## src/rtl/zapper_pkg.sv

```systemverilog
// Shared types and helpers for the multi-gun zapper arbiter.
// Holds the controller state encoding, the gun index width and the round-robin pick.
package zapper_pkg;

  typedef enum logic [1:0] {
    IDLE   = 2'd0,
    SETTLE = 2'd1,
    WINDOW = 2'd2,
    REPORT = 2'd3
  } state_t;

  function automatic int gun_w(input int n);
    return (n <= 1) ? 1 : $clog2(n);
  endfunction

  // First set request searching from last+1 with wrap; returns last when nothing is set.
  function automatic int rr_next(input logic [7:0] req, input int last, input int n);
    int idx;
    bit found;
    rr_next = last;
    found   = 1'b0;
    for (int k = 1; k <= 8; k++) begin
      idx = (last + k) % n;
      if (k <= n && !found && req[idx[2:0]]) begin
        rr_next = idx;
        found   = 1'b1;
      end
    end
  endfunction

endpackage

```

## src/rtl/zapper_sync.sv

```systemverilog
// Multi-flop synchroniser for one asynchronous gun input.
// EDGE selects a registered rising-edge pulse output instead of the synchronised level.
module zapper_sync #(
  parameter int STAGES = 2,
  parameter bit EDGE   = 1'b0
) (
  input  logic clk,
  input  logic rst_n,
  input  logic d,
  output logic q
);

  logic [STAGES-1:0] sync_reg;

  always_ff @(posedge clk or negedge rst_n) begin
    if (!rst_n) begin
      sync_reg <= '0;
    end else begin
      sync_reg <= {sync_reg[STAGES-2:0], d};
    end
  end

  generate
    if (EDGE) begin : g_edge
      logic rise_reg;
      // Pulse lines up with the cycle in which the last stage first reads high.
      always_ff @(posedge clk or negedge rst_n) begin
        if (!rst_n) begin
          rise_reg <= 1'b0;
        end else begin
          rise_reg <= sync_reg[STAGES-2] & ~sync_reg[STAGES-1];
        end
      end
      assign q = rise_reg;
    end else begin : g_level
      assign q = sync_reg[STAGES-1];
    end
  endgenerate

endmodule

```

## src/rtl/zapper_arbiter.sv

```systemverilog
// Light-gun controller: queues trigger pulls from N_GUNS zappers and grants the shared
// flash window round-robin, reporting one hit/miss result per granted shot.
module zapper_arbiter
  import zapper_pkg::*;
#(
  parameter int  N_GUNS        = 2,
  parameter int  HOLD_CYCLES   = 50000000,
  parameter int  SETTLE_CYCLES = 2,
  parameter int  SYNC_STAGES   = 2,
  localparam int GUN_W         = gun_w(N_GUNS)
) (
  input  logic              clk,
  input  logic              rst_n,
  input  logic [N_GUNS-1:0] trigger,
  input  logic [N_GUNS-1:0] detect,
  output logic              flash,
  output logic              busy,
  output logic [GUN_W-1:0]  active_gun,
  output logic              result_valid,
  output logic              result_hit,
  output logic [GUN_W-1:0]  result_gun,
  output logic [N_GUNS-1:0] pending
);

  localparam int CNT_W = $clog2(HOLD_CYCLES + 1);

  state_t             state_reg, state_next;
  logic [CNT_W-1:0]   count_reg, count_next;
  logic [GUN_W-1:0]   active_reg, active_next;
  logic [GUN_W-1:0]   last_reg, last_next;
  logic [GUN_W-1:0]   result_gun_reg, result_gun_next;
  logic               hit_reg, hit_next;
  logic [N_GUNS-1:0]  pending_reg, pending_next;
  logic               flash_reg, busy_reg, valid_reg;

  logic [N_GUNS-1:0]  trig_rise;
  logic [N_GUNS-1:0]  det_sync;
  logic [N_GUNS-1:0]  set_mask;
  logic [GUN_W-1:0]   grant_gun;

  generate
    for (genvar gi = 0; gi < N_GUNS; gi++) begin : g_gun
      zapper_sync #(.STAGES(SYNC_STAGES), .EDGE(1'b1)) u_trig_sync (
        .clk   (clk),
        .rst_n (rst_n),
        .d     (trigger[gi]),
        .q     (trig_rise[gi])
      );
      zapper_sync #(.STAGES(SYNC_STAGES), .EDGE(1'b0)) u_det_sync (
        .clk   (clk),
        .rst_n (rst_n),
        .d     (detect[gi]),
        .q     (det_sync[gi])
      );
      // A pull from the gun that currently owns the window is discarded.
      assign set_mask[gi] = trig_rise[gi] &
                            ~((state_reg != IDLE) && (active_reg == GUN_W'(gi)));
    end
  endgenerate

  assign grant_gun = GUN_W'(rr_next(8'(pending_reg), int'(last_reg), N_GUNS));

  always_comb begin
    state_next      = state_reg;
    count_next      = count_reg;
    active_next     = active_reg;
    last_next       = last_reg;
    result_gun_next = result_gun_reg;
    hit_next        = hit_reg;
    pending_next    = pending_reg | set_mask;

    case (state_reg)
      IDLE: begin
        if (|pending_reg) begin
          // Clearing after the set merge drops a same-cycle edge from the granted gun.
          pending_next[grant_gun] = 1'b0;
          active_next             = grant_gun;
          count_next              = CNT_W'(1);
          state_next              = SETTLE;
        end
      end
      SETTLE: begin
        count_next = count_reg + 1'b1;
        if (count_reg >= CNT_W'(SETTLE_CYCLES)) begin
          state_next = WINDOW;
        end
      end
      WINDOW: begin
        if (det_sync[active_reg]) begin
          hit_next        = 1'b1;
          result_gun_next = active_reg;
          state_next      = REPORT;
        end else if (count_reg == CNT_W'(HOLD_CYCLES)) begin
          hit_next        = 1'b0;
          result_gun_next = active_reg;
          state_next      = REPORT;
        end else begin
          count_next = count_reg + 1'b1;
        end
      end
      REPORT: begin
        last_next  = active_reg;
        state_next = IDLE;
      end
      default: state_next = IDLE;
    endcase
  end

  always_ff @(posedge clk or negedge rst_n) begin
    if (!rst_n) begin
      state_reg      <= IDLE;
      count_reg      <= '0;
      active_reg     <= '0;
      last_reg       <= GUN_W'(N_GUNS - 1);
      result_gun_reg <= '0;
      hit_reg        <= 1'b0;
      pending_reg    <= '0;
      flash_reg      <= 1'b0;
      busy_reg       <= 1'b0;
      valid_reg      <= 1'b0;
    end else begin
      state_reg      <= state_next;
      count_reg      <= count_next;
      active_reg     <= active_next;
      last_reg       <= last_next;
      result_gun_reg <= result_gun_next;
      hit_reg        <= hit_next;
      pending_reg    <= pending_next;
      flash_reg      <= (state_next == SETTLE) || (state_next == WINDOW);
      busy_reg       <= (state_next != IDLE);
      valid_reg      <= (state_next == REPORT);
    end
  end

  assign flash        = flash_reg;
  assign busy         = busy_reg;
  assign active_gun   = active_reg;
  assign result_valid = valid_reg;
  assign result_hit   = hit_reg;
  assign result_gun   = result_gun_reg;
  assign pending      = pending_reg;

endmodule

```

## config.mk

```make
export PLATFORM = sky130hd
export DESIGN_NAME = zapper_arbiter
export DESIGN_NICKNAME = d
export VERILOG_FILES = /design/src/rtl/zapper_pkg.sv /design/src/rtl/zapper_sync.sv /design/src/rtl/zapper_arbiter.sv
export SDC_FILE = /design/constraint.sdc
export NUM_CORES = 1
export LEC_CHECK = 0
export CORE_ASPECT_RATIO = 1.1
export CORE_MARGIN = 4
export CORE_UTILIZATION = 40
export CTS_BUF_LIST = sky130_fd_sc_hd__clkbuf_2 sky130_fd_sc_hd__clkbuf_4 sky130_fd_sc_hd__clkbuf_8
export CTS_CLUSTER_DIAMETER = 200
export DETAILED_ROUTE_END_ITERATION = 10
export GPL_ROUTABILITY_DRIVEN = 1
export SLEW_MARGIN = 5
export SYNTH_ARGS = -nofsm -noshare
export SYNTH_HDL_FRONTEND = slang
export SYNTH_SLANG_ARGS = --single-unit
```

## constraint.sdc

```tcl
create_clock -name clk -period 2.8 [get_ports clk]
set_clock_uncertainty 0.15 [all_clocks]
set_input_delay 0.56 -clock clk [delete_from_list [all_inputs] [get_ports clk]]
set_output_delay 0.56 -clock clk [all_outputs]
set_load 0.02 [all_outputs]
```

==> results.md <==
Outcome
* complete, no violations — outcome

Route
* 0 — antenna violation net count after detailed routing
* 5340 microns — sum of routed wire length over all layers
* 243 microns — WL met3
* 2560 microns — Post-Route M1 WL
* 15.6 microns — mean routed wirelength per cell
* 4 — detailed-router iteration count before antenna repair
* 2450 microns — wire length on met2
* 0 — post-route DRC violation count
* 5.69 — drt via density
* 1941 — vias after detailed routing
* 99 — iteration-0 DRC count of the detailed router
* met4 — uppermost layer routed

Clock network
* 0.30 ns — clock latency at the later pin of the worst-skew pair
* 5 — total clock buffers created by CTS
* 2 — clock tree buffer depth
* 47 — TritonCTS Sinks
* 0.09 ns — post-CTS clock slew at the launch and capture registers of the worst setup and hold paths
* built — CTS tree
* clkbuf_8 — cell chosen for the clock root
* 2 — CTS H-tree depth

Pwr
* 0.448 mV — maximum vdd ir drop
* 2.34 mW — total design power
* 1.17 nW — leakage dissipation
* 844 nW/um^2 — total power per unit cell area

Critical path
* ha_1 — most numerous cell on the critical path
* 5 — maximum fanout count along the critical path
* reg2reg — Critical Setup Path Class
* simple AND/OR/NAND/NOR gates — cell family with the largest share of critical-path delay
* or4_4 — cell at the slowest stage of the critical path
* register — Startpoint Class
* inv_1, ha_1, nand4_1, or4_4, nor2_1, o21a_1, o311ai_0, ha_1 — CP Cell Sequence
* 2.84 ns — WP data required
* register — Crit. End Element
* 1 — number of buffers and inverters on the critical path
* 0.51 ns — critical path's largest stage delay
* 2.41 ns — CP arrival

STA
* 0.422 ns — final worst slack
* false — RSZ-0062 raised after global routing
* 0 — total count of max-transition violations in the final report
* 0 ns — Total Neg Setup Slack
* 0 — Final setup violation count
* 84.9% — final critical-path share of the clock period
* 63.1% — max_slew headroom
* 0 — number of hold violations in the final report
* 0.548 ns — worst slew pin tran
* 421 MHz — FMAX
* 2.38 ns — Period minus WS final

Synth
* 45 — number of distinct library cells after synthesis
* 0 — count of synthesis-stage warnings from yosys
* 47.3% — part of the Yosys area used for sequential elements
* 47 — number of register bits inferred by synthesis
* 250 — number of cells produced by synthesis
* 9.96 sq um — Avg Inst Size Synth
* 267 — number of nets in the synthesized netlist
* 2490 sq um — mapped cell area

Finish
* dfrtp_1 — most frequent standard cell in the layout excluding fill and tap cells
* 280 — number of nets in the final layout
* dfrtp_1, o21ai_0, nand2_1, nor2_1 — most frequent cells in the layout
* 26 — number of flip-flops in the largest register
* 341 — Layout Cells excl Fill
* 0 — final antenna diode count
* 12.1% — fraction of final layout cells with drive strength greater than 1
* 2770 sq um — area of all placed cells without fillers
* 11.1% — synthesis-to-layout area growth

Die
* 14 — number of top-level pins
* 83.2 microns — die width
* 7550 sq um — Total Die Area
* 5910 sq um — CORE AREA
* 29 — site row count
* 42.1% — effective utilization at floorplan
* 90.8 microns — y dimension of the die

Placement
* 0.844 — GP Congestion
* 2670 sq um — Post-DP Area
* 13 — port bufs
* 332 — Placed Cells incl. Taps
* 3680 microns — HPWL after detailed placement
* 0.469 ns — pre-CTS setup slack

Global routing
* 9050 microns — global-route wire length before repair
* 14.5% — Overall Global Routing Usage
* 0 — global-route congestion overflow total
* 30 — maximum number of pins on one net before global-route repair
* 1860 — via count of the first global-routing pass
* 0 — antenna violations before repair

Min path
* reg2reg — hold crit path type

Flow run
* 0 — max-cap viol count

-- final cells by class --
| cell class | instances | area (sq um) |
|---|---|---|
| clock inverters | 3 | 15.0 |
| repair buffers | 23 | 203 |
| flip-flops and latches | 47 | 1180 |
| clock buffers | 5 | 68.8 |
| multi-input cells | 175 | 1160 |
| fillers | 572 | 3150 |
| inverters | 11 | 41.3 |
| well taps | 77 | 96.3 |
-- timing repair --
item | in CTS | in global routing
resized for setup | 0 | 0
endpoints found under the hold margin | 10 | 0
hold buffers | 1 | 0
setup buffers | 0 | 0
-- routing by layer --
metal	global-route usage, %	vias up
li1	-	956
met2	23.1	43
met1	19.8	934
met4	4.22	0
met5	0	-
met3	3.01	8
-- per-stage QoR --
stage | util [%] | hold slack (ns)
2_1_floorplan | - | 0.114
3_3_place_gp | 45.2 | 0.187
3_5_place_dp | 45.2 | 0.186
4_1_cts | 46.8 | 0.207
5_1_grt | 46.8 | 0.214
6_report | 46.8 | 0.204
-- where the power goes --
| part | internal [mW] | switching, mW |
|---|---|---|
| sequential | 0.789 | 0.101 |
| clock | 0.171 | 0.228 |
| combinational | 0.410 | 0.636 |
-- kinds of logic after synthesis --
family | share of synthesized area (%)
adders and majority gates | 5.53
and+or+nand+nor | 16.4
DFF | 47.3
AOI/OAI and AO/OA | 23.3
muxes | 1.51
buffers and inverters | 5.98
-- synth_stat cells, drive strengths merged --
| cell type | count | area share [%] |
|---|---|---|
| o311ai | 1 | 0.35 |
| dfstp | 1 | 1.1 |
| a21oi | 11 | 2.2 |
| mux2 | 3 | 1.5 |
| a41oi | 1 | 0.35 |
| o21a | 1 | 0.30 |
| o21ai | 31 | 6.4 |
| a21o | 1 | 0.30 |
| nor2 | 15 | 2.3 |
| or2b | 1 | 0.30 |
| a211oi | 1 | 0.50 |
| nand2 | 16 | 2.4 |
| o31ai | 16 | 5.6 |
| nor2b | 3 | 0.75 |
| nor3 | 1 | 0.20 |
| and3 | 3 | 0.75 |
| or4 | 2 | 0.75 |
| nand3 | 12 | 2.4 |
| o41ai | 6 | 3.5 |
| a22o | 1 | 0.35 |
| and2 | 2 | 0.50 |
| buf | 12 | 3.6 |
| nand4 | 11 | 2.8 |
| nor4 | 9 | 2.3 |
| ha | 11 | 5.5 |
| nand2b | 1 | 0.25 |
| or3 | 1 | 0.25 |
| a31oi | 9 | 2.3 |
| or2 | 1 | 0.25 |
| dfrtp | 46 | 46 |
| o311a | 1 | 0.40 |
| nor3b | 1 | 0.30 |
| clkbuf | 5 | 0.75 |
| a32o | 1 | 0.40 |
| a211o | 1 | 0.35 |
| inv | 11 | 1.7 |
-- final timing paths --
path | startpoint | endpoint | slack [ns] | cells past startpoint
setup / recovery | count_reg[0] | flash | 0.42 | 8
hold / removal | g_gun[0].u_det_sync.sync_reg[0] | g_gun[0].u_det_sync.sync_reg[1] | 0.20 | 0
setup reg to reg | count_reg[0] | flash | 0.42 | 8
hold reg to reg | g_gun[0].u_det_sync.sync_reg[0] | g_gun[0].u_det_sync.sync_reg[1] | 0.20 | 0
max in group asynchronous | rst_n | last_reg | 1.37 | 3
min in group asynchronous | rst_n | count_reg[7] | 0.50 | 2
No activity file was read; power rests on OpenSTA's default activity.
